--- src/rtl/alu_seq_pkg.sv ---
// Shared definitions for the ALU operand sequencer and the ALU mux it feeds.
//   state_e : FSM state encodings, also shown on the state LEDs
//   OP_*    : opcode values as decoded by the ALU mux (3-bit default opcode width)
package alu_seq_pkg;

  typedef enum logic [2:0] {
    S_A    = 3'd0,
    S_B    = 3'd1,
    S_OP   = 3'd2,
    S_EXEC = 3'd3,
    S_SHOW = 3'd4
  } state_e;

  localparam logic [2:0] OP_ADD = 3'd0;
  localparam logic [2:0] OP_SUB = 3'd1;
  localparam logic [2:0] OP_AND = 3'd2;
  localparam logic [2:0] OP_OR  = 3'd3;
  localparam logic [2:0] OP_XOR = 3'd4;

endpackage

--- src/rtl/rise_edge_det.sv ---
// One-bit rising-edge detector.
//   clk   : clock
//   rst_n : synchronous active-low reset
//   d     : level input
//   rise  : combinational pulse, high when d is 1 now and was 0 on the previous edge
module rise_edge_det (
  input  logic clk,
  input  logic rst_n,
  input  logic d,
  output logic rise
);

  logic d_q, d_d;

  assign d_d  = d;
  assign rise = d & ~d_q;

  // Resetting to 1 means a level already high at reset release is not seen as an edge.
  always_ff @(posedge clk) begin
    if (!rst_n) begin
      d_q <= 1'b1;
    end else begin
      d_q <= d_d;
    end
  end

endmodule

--- src/rtl/alu_operand_sequencer.sv ---
// Steps a shared switch bus into ALU operand A, operand B and the opcode on successive
// rising edges of the load button, waits one cycle for the ALU, captures its result and
// flags, then shows them until the next load press returns to operand A.
//   clk, rst_n         : clock, synchronous active-low reset
//   clr                : synchronous clear of state and all registers
//   load               : debounced button level
//   data_in [N-1:0]    : switch bus (opcode in [OPW-1:0])
//   A, B [N-1:0]       : registered operands to the ALU
//   op [OPW-1:0]       : registered opcode to the ALU mux
//   alu_y, alu_cout    : combinational ALU result and carry/borrow
//   result, flag_z/c   : registered ALU result and flags
//   res_valid          : high while result and flags are held valid
//   state [2:0]        : FSM state code for the LEDs
// N must be at least OPW.
module alu_operand_sequencer
  import alu_seq_pkg::*;
#(
  parameter int unsigned N   = 4,
  parameter int unsigned OPW = 3
) (
  input  logic           clk,
  input  logic           rst_n,
  input  logic           clr,
  input  logic           load,
  input  logic [N-1:0]   data_in,
  output logic [N-1:0]   A,
  output logic [N-1:0]   B,
  output logic [OPW-1:0] op,
  input  logic [N-1:0]   alu_y,
  input  logic           alu_cout,
  output logic [N-1:0]   result,
  output logic           flag_z,
  output logic           flag_c,
  output logic           res_valid,
  output logic [2:0]     state
);

  logic load_edge;

  state_e         state_q, state_d;
  logic [N-1:0]   a_q, a_d;
  logic [N-1:0]   b_q, b_d;
  logic [OPW-1:0] op_q, op_d;
  logic [N-1:0]   result_q, result_d;
  logic           flag_z_q, flag_z_d;
  logic           flag_c_q, flag_c_d;
  logic           res_valid_q, res_valid_d;

  rise_edge_det u_load_edge (
    .clk   (clk),
    .rst_n (rst_n),
    .d     (load),
    .rise  (load_edge)
  );

  always_comb begin
    state_d     = state_q;
    a_d         = a_q;
    b_d         = b_q;
    op_d        = op_q;
    result_d    = result_q;
    flag_z_d    = flag_z_q;
    flag_c_d    = flag_c_q;
    res_valid_d = res_valid_q;

    if (clr) begin
      // Clear wins over any load edge in the same cycle, in every state.
      state_d     = S_A;
      a_d         = '0;
      b_d         = '0;
      op_d        = '0;
      result_d    = '0;
      flag_z_d    = 1'b0;
      flag_c_d    = 1'b0;
      res_valid_d = 1'b0;
    end else begin
      case (state_q)
        S_A: begin
          if (load_edge) begin
            a_d     = data_in;
            state_d = S_B;
          end
        end
        S_B: begin
          if (load_edge) begin
            b_d     = data_in;
            state_d = S_OP;
          end
        end
        S_OP: begin
          if (load_edge) begin
            op_d    = data_in[OPW-1:0];
            state_d = S_EXEC;
          end
        end
        S_EXEC: begin
          // A, B and op are stable here, so alu_y has settled by the end of this cycle.
          result_d    = alu_y;
          flag_z_d    = (alu_y == '0);
          flag_c_d    = alu_cout;
          res_valid_d = 1'b1;
          state_d     = S_SHOW;
        end
        S_SHOW: begin
          if (load_edge) begin
            res_valid_d = 1'b0;
            state_d     = S_A;
          end
        end
        default: state_d = S_A;
      endcase
    end
  end

  always_ff @(posedge clk) begin
    if (!rst_n) begin
      state_q     <= S_A;
      a_q         <= '0;
      b_q         <= '0;
      op_q        <= '0;
      result_q    <= '0;
      flag_z_q    <= 1'b0;
      flag_c_q    <= 1'b0;
      res_valid_q <= 1'b0;
    end else begin
      state_q     <= state_d;
      a_q         <= a_d;
      b_q         <= b_d;
      op_q        <= op_d;
      result_q    <= result_d;
      flag_z_q    <= flag_z_d;
      flag_c_q    <= flag_c_d;
      res_valid_q <= res_valid_d;
    end
  end

  assign A         = a_q;
  assign B         = b_q;
  assign op        = op_q;
  assign result    = result_q;
  assign flag_z    = flag_z_q;
  assign flag_c    = flag_c_q;
  assign res_valid = res_valid_q;
  assign state     = state_q;

endmodule
--- config.mk ---
export PLATFORM = sky130hd
export DESIGN_NAME = alu_operand_sequencer
export DESIGN_NICKNAME = d
export VERILOG_FILES = /design/src/rtl/alu_seq_pkg.sv /design/src/rtl/rise_edge_det.sv /design/src/rtl/alu_operand_sequencer.sv
export SDC_FILE = /design/constraint.sdc
export NUM_CORES = 1
export LEC_CHECK = 0
export BUFFER_PORTS_ARGS = -buffer_cell sky130_fd_sc_hd__buf_2
export CAP_MARGIN = 40
export CORE_AREA = 5 5 61 63
export CTS_CLUSTER_SIZE = 40
export DETAILED_ROUTE_END_ITERATION = 16
export DIE_AREA = 0 0 66 68
export GPL_TIMING_DRIVEN = 0
export PLACE_DENSITY_LB_ADDON = 0.1
export SYNTH_ARGS = -nofsm -noshare
export SYNTH_HDL_FRONTEND = slang
export SYNTH_SLANG_ARGS = --single-unit
--- constraint.sdc ---
create_clock -name clk -period 1.6 [get_ports clk]
set_input_delay 0.08 -clock clk [delete_from_list [all_inputs] [get_ports clk]]
set_output_delay 0.08 -clock clk [all_outputs]
set_load 0.02 [all_outputs]
### Word-level counts from Yosys, hierarchy flattened

Cells that the tools add are included.

* logic and storage cells: 36
* output and inout port bits: 21
* input port bits: 13
* register bits: 22

* eq/ne operators: 8
* reductions and logical operators: 9
* multiplexer cells: 7
* bitwise operators: 3

Operator list (count)
* case mux 3 bit (5 select lines): 1
* 2-to-1 mux 3 bit: 4
* != test 2 bit (second input constant): 4
* AND reduction 2 bit: 4
* == test 3 x 2 -> 1 bit (second input constant): 2
* logical NOT 4 bit: 1
* AND reduction 4 bit: 1
* == test 3 x 1 -> 1 bit (second input constant): 1
* == test 3 bit (second input constant): 1
* logical NOT 3 bit: 1
* NOT 1 bit: 2
* case mux 1 bit (2 select lines): 1
* nonzero test 2 bit: 1
* OR reduction 2 bit: 1
* bitwise AND 1 bit: 1
* 2-to-1 mux 1 bit: 1

### Depth between registers and ports, before layout

* depth after elaboration: 4
* depth in mapped cells: 5

### Modules after synthesis

From an unflattened synthesis, not the netlist that was laid out.

* cells, all modules: 84
* area total of the unflattened synthesis: 889.6 um^2

By module, submodules not included
* alu_operand_sequencer: cells each 81, area an instance 849.6 um^2, instances 1
* rise_edge_det: cells each 3, area an instance 40.0 um^2, instances 1

### Worst setup path before layout

No wires, ideal clock.

* kind: register to register
* from: reg state_q[2], in the netlist state[2]
* to: reg flag_c_q, in the netlist flag_c
* setup time: 0.126 ns
* stages on the path, launching flop included: 5
* arrival time: 1.087 ns
* path slack: 0.387 ns
* data required time: 1.474 ns
* clock period less this slack: 1.213 ns
* cell sequence: dfxtp_1 nand3b_1 buf_4 mux2i_1 nor2_1

* cells in the longest elaborated chain, start to end: 1

RTL lines
* start, declared: RTL line alu_operand_sequencer.sv:40 `state_e state_q, state_d;`
* start signal, assigned: RTL line alu_operand_sequencer.sv:126 `state_q <= state_d;`
* == test 3 x 2 -> 1 bit: RTL line alu_operand_sequencer.sv:77 `case (state_q)`
* end signal, assigned: RTL line alu_operand_sequencer.sv:132 `flag_c_q <= flag_c_d;`
* end, declared: RTL line alu_operand_sequencer.sv:46 `logic flag_c_q, flag_c_d;`

Every way passes these cells.
A chain may end at the register's enable or synchronous reset.

### Final worst setup path

* from: in rst_n
* to: reg a_q[0], in the netlist A[0]

* cells in the longest elaborated chain, start to end: 2

RTL lines
* start, declared: RTL line alu_operand_sequencer.sv:22 `input logic rst_n,`
* NOT 1 bit (no source line)
* OR reduction 2 bit (no source line)
* end signal, assigned: RTL line alu_operand_sequencer.sv:118 `a_q <= '0;`
* end signal, assigned: RTL line alu_operand_sequencer.sv:127 `a_q <= a_d;`
* end, declared: RTL line alu_operand_sequencer.sv:41 `logic [N-1:0] a_q, a_d;`

Every way passes these cells.

==> summary.md <==
| Metric | Value |
|---|---|
| Run status | finished clean |
| Number of fill cells in the layout | 359 |
| # rows | 21 |
| Clock Skew | 0.00814 ns |
| Worst hold endpoint | result[0] |
| Reg2Reg Setup Slack | 0.38 ns |
| Worst hold path depth | 3 |
| Maxcap violations | 0 |
| Initial Util | 28.3% |
| PwrDens | 737 nW/um^2 |
| Max Freq | 806 MHz |
| WL final | 1920 um |
| Vias per inst | 4.21 |
| GPL Wtd Cong | 0.691 |
| Ys Warns | 0 |
| Worst R2R Path Depth | 4 |
| Maximum vdd drop | 570 uV |
| Yosys cell types | 25 |
| Overall routing resource usage | 9.74% |
| Post-CTS Setup Bufs | 0 |
| Final antenna-violating net count | 0 |
| Avg Cell Area, Syn | 10.0 um^2 |
| 1st-iter DRT viols | 13 |
| Reg2reg end | flag_z |
| Clock group share of total power | 28.3% |
| Comb power frac | 7.1% |
| Largest net degree at the start of global routing | 12 |
| Min cycle time layout | 1.24 ns |
| Final Hold Violating Endpoints | 0 |
| Max Transition Viols Final | 0 |
| Sequential Power Share | 64.5% |
| Mapped Cells | 90 |
| Core footprint | 3180 um^2 |
| Post-synth EDFFs | 0 |
| RSZ-0062 raised after global routing | false |
| Most frequent cell on the critical path | buf_2 |
| CTS tree | built |
| Critical path capture point type | register |
| Nets@finish | 143 |
| Max H-tree Level | 1 |
| CP Data Arrival Time | 1.48 ns |
| Setup TNS Final | 0 ns |
| Seq/Total Area, Yosys | 49.0% |
| Final setup fails | 0 |
| Leak | 0.595 nW |
| #FFs+latches synth | 22 |
| Dpl ws | 0.368 ns |
| First-pass GRT wire length | 3350 um |
| Worst-margin pin slew | 0.398 ns |
| Post-layout util | 36.6% |
| Worst-case clock buffer depth | 2 |
| Routed WL per cell | 11.0 um |
| Area of the multi-input gates | 434 um^2 |
| Clock root buffer | clkbuf_4 |
| Period utilisation layout | 77.6% |
| Worst-Skew Late Latency | 0.30 ns |
| Via count | 732 |
| Critical-path maximum fanout | 10 |
| Ant diodes | 0 |
| Drt drc | 0 |
| Synth area leaders | dfxtp_1 (49%), mux2i_1 (19%), nand2_1 (7.1%) |
| Die X | 66 um |
| Crit Path Category | in -> reg |
| Slowest stage delay, CP | 0.52 ns |
| Crit-path cells | dlygate4sd3_1 > buf_2 > nor2b_1 > clkbuf_2 > buf_2 > nand2_1 > mux2i_1 |
| Area Overhead vs Synth | 29.5% |
| Cell Int Power | 0.668 mW |
| Overflow after GRT | 0 |
| Die Height | 68 um |
| Die footprint | 4490 um^2 |
| Worst hold path class | in -> reg |
| Startpoint Class | input pin |
| Net Sw Power | 0.190 mW |
| Primary FF master, synth | dfxtp_1 |
| Setup slack after layout | 0.359 ns |
| CTS Buf Count | 3 |
| CTS Sinks | 22 |
| Post-detail-place hpwl | 1520 um |
| Drt first pass iters | 3 |
| Yosys top cell by area | dfxtp_1 |
| Async set-reset flop share out of synthesis | 0% |
| Net Count, Synth | 103 |
| PortBufs | 33 |
| Hold Path Origin | alu_y[0] |
| Layout cells sized above 1 | 34.4% |
| Final hold slack | 0.0280 ns |
| Slowest CP cell | dlygate4sd3_1 |
| Vias in the first global route | 774 |
| I/O pins | 34 |
| Count leader, synth | dfxtp_1 |
| Critical Path RT | 1.84 ns |
| Clk pin slew, worst setup/hold paths | 0.12 ns |
| Mapped cell area | 900 um^2 |
| Area fraction of the dominant cell type after synthesis | 49.0% |
| RR Startpoint | state[2] |
| Top post-synthesis cells by count | dfxtp_1 (22), mux2i_1 (17), nand2_1 (17) |
| Register area | 440 um^2 |
| Switching share of power | 22.2% |
| Worst slew margin | 73.5% |
| Initial antenna violation count | 0 |
==> flip-flops by register name, summed over array words and instances (netlist names) <==
register / cells
result: 4
A: 4
flag_c: 1
op: 3
flag_z: 1
u_load_edge.d_q: 1
B: 4
res_valid: 1
state: 3
==> how the worst max path moves through the flow <==
stage                     startpoint     end  slack, ns  cells after the start
final                          rst_n    A[0]       0.36                      7
after global routing           rst_n   op[2]       0.22                      7
after CTS                      rst_n    A[0]       0.34                      7
after detailed placement    state[2]  flag_z       0.37                      4
after global placement      state[2]  flag_z       0.39                      4
after floorplan             state[2]  flag_c       0.39                      4
==> cell type report <==
cell class	instances	area share, %
flip-flops and latches	22	37.8
multi-input cells	63	37.3
repair buffers	35	15.9
well taps	46	4.94
clock buffers	3	1.93
plain buffers	4	1.83
inverters	1	0.322
==> cells in the final DEF (no fill, tap or decap), types with 2 or more instances in the layout <==
| cell type | instances |
|---|---|
| nand2_1 | 17 |
| dfxtp_1 | 22 |
| dlygate4sd3_1 | 2 |
| clkbuf_4 | 3 |
| mux2i_1 | 17 |
| nand2b_1 | 2 |
| nand2b_4 | 2 |
| nor3_1 | 2 |
| nor2_1 | 8 |
| a21oi_1 | 3 |
| buf_2 | 34 |
==> metrics by stage <==
step | area, um^2 | power, mW | cells
after floorplan | 900 | 0.598 | 90
after global placement | 1120 | 0.625 | 169
after detailed placement | 1120 | 0.626 | 169
after CTS | 1160 | 0.876 | 174
after global routing | 1160 | 0.906 | 174
final | 1160 | 0.858 | 174
==> routing by layer <==
layer	track usage, %	vias up	share of wire [%]
met4	2.28	0	0.99
met5	0	-	0
met1	11.0	331	43
met2	17.3	21	49
met3	3.94	2	7.6
li1	-	378	-
==> repair_timing <==
action,4_1_cts,5_1_grt
endpoints found under the hold margin,2,0
hold buffers,2,0
resized for setup,0,0
==> cells by family after synthesis <==
kind of cell	count (synthesis)	share of synthesized area (%)
muxes	18	20.2
DFF	22	49.0
buffers and inverters	5	2.78
and+or+nand+nor	41	25.3
AOI/OAI and AO/OA	4	2.78
==> power groups by stage <==
stage | clock (mW) | combinational [mW] | sequential [mW]
3_5_place_dp | 0 | 0.0591 | 0.567
2_1_floorplan | 0 | 0.0288 | 0.569
4_1_cts | 0.259 | 0.0627 | 0.554
5_1_grt | 0.282 | 0.0685 | 0.555
3_3_place_gp | 0 | 0.0583 | 0.566
6_report | 0.243 | 0.0611 | 0.554
==> critical path: cells and delay by family <==
family                 cells  cell delay, ns
and+or+nand+nor            2            0.19
muxes                      1            0.13
buffers and inverters      4            1.06
No activity file was read; power rests on OpenSTA's default activity.
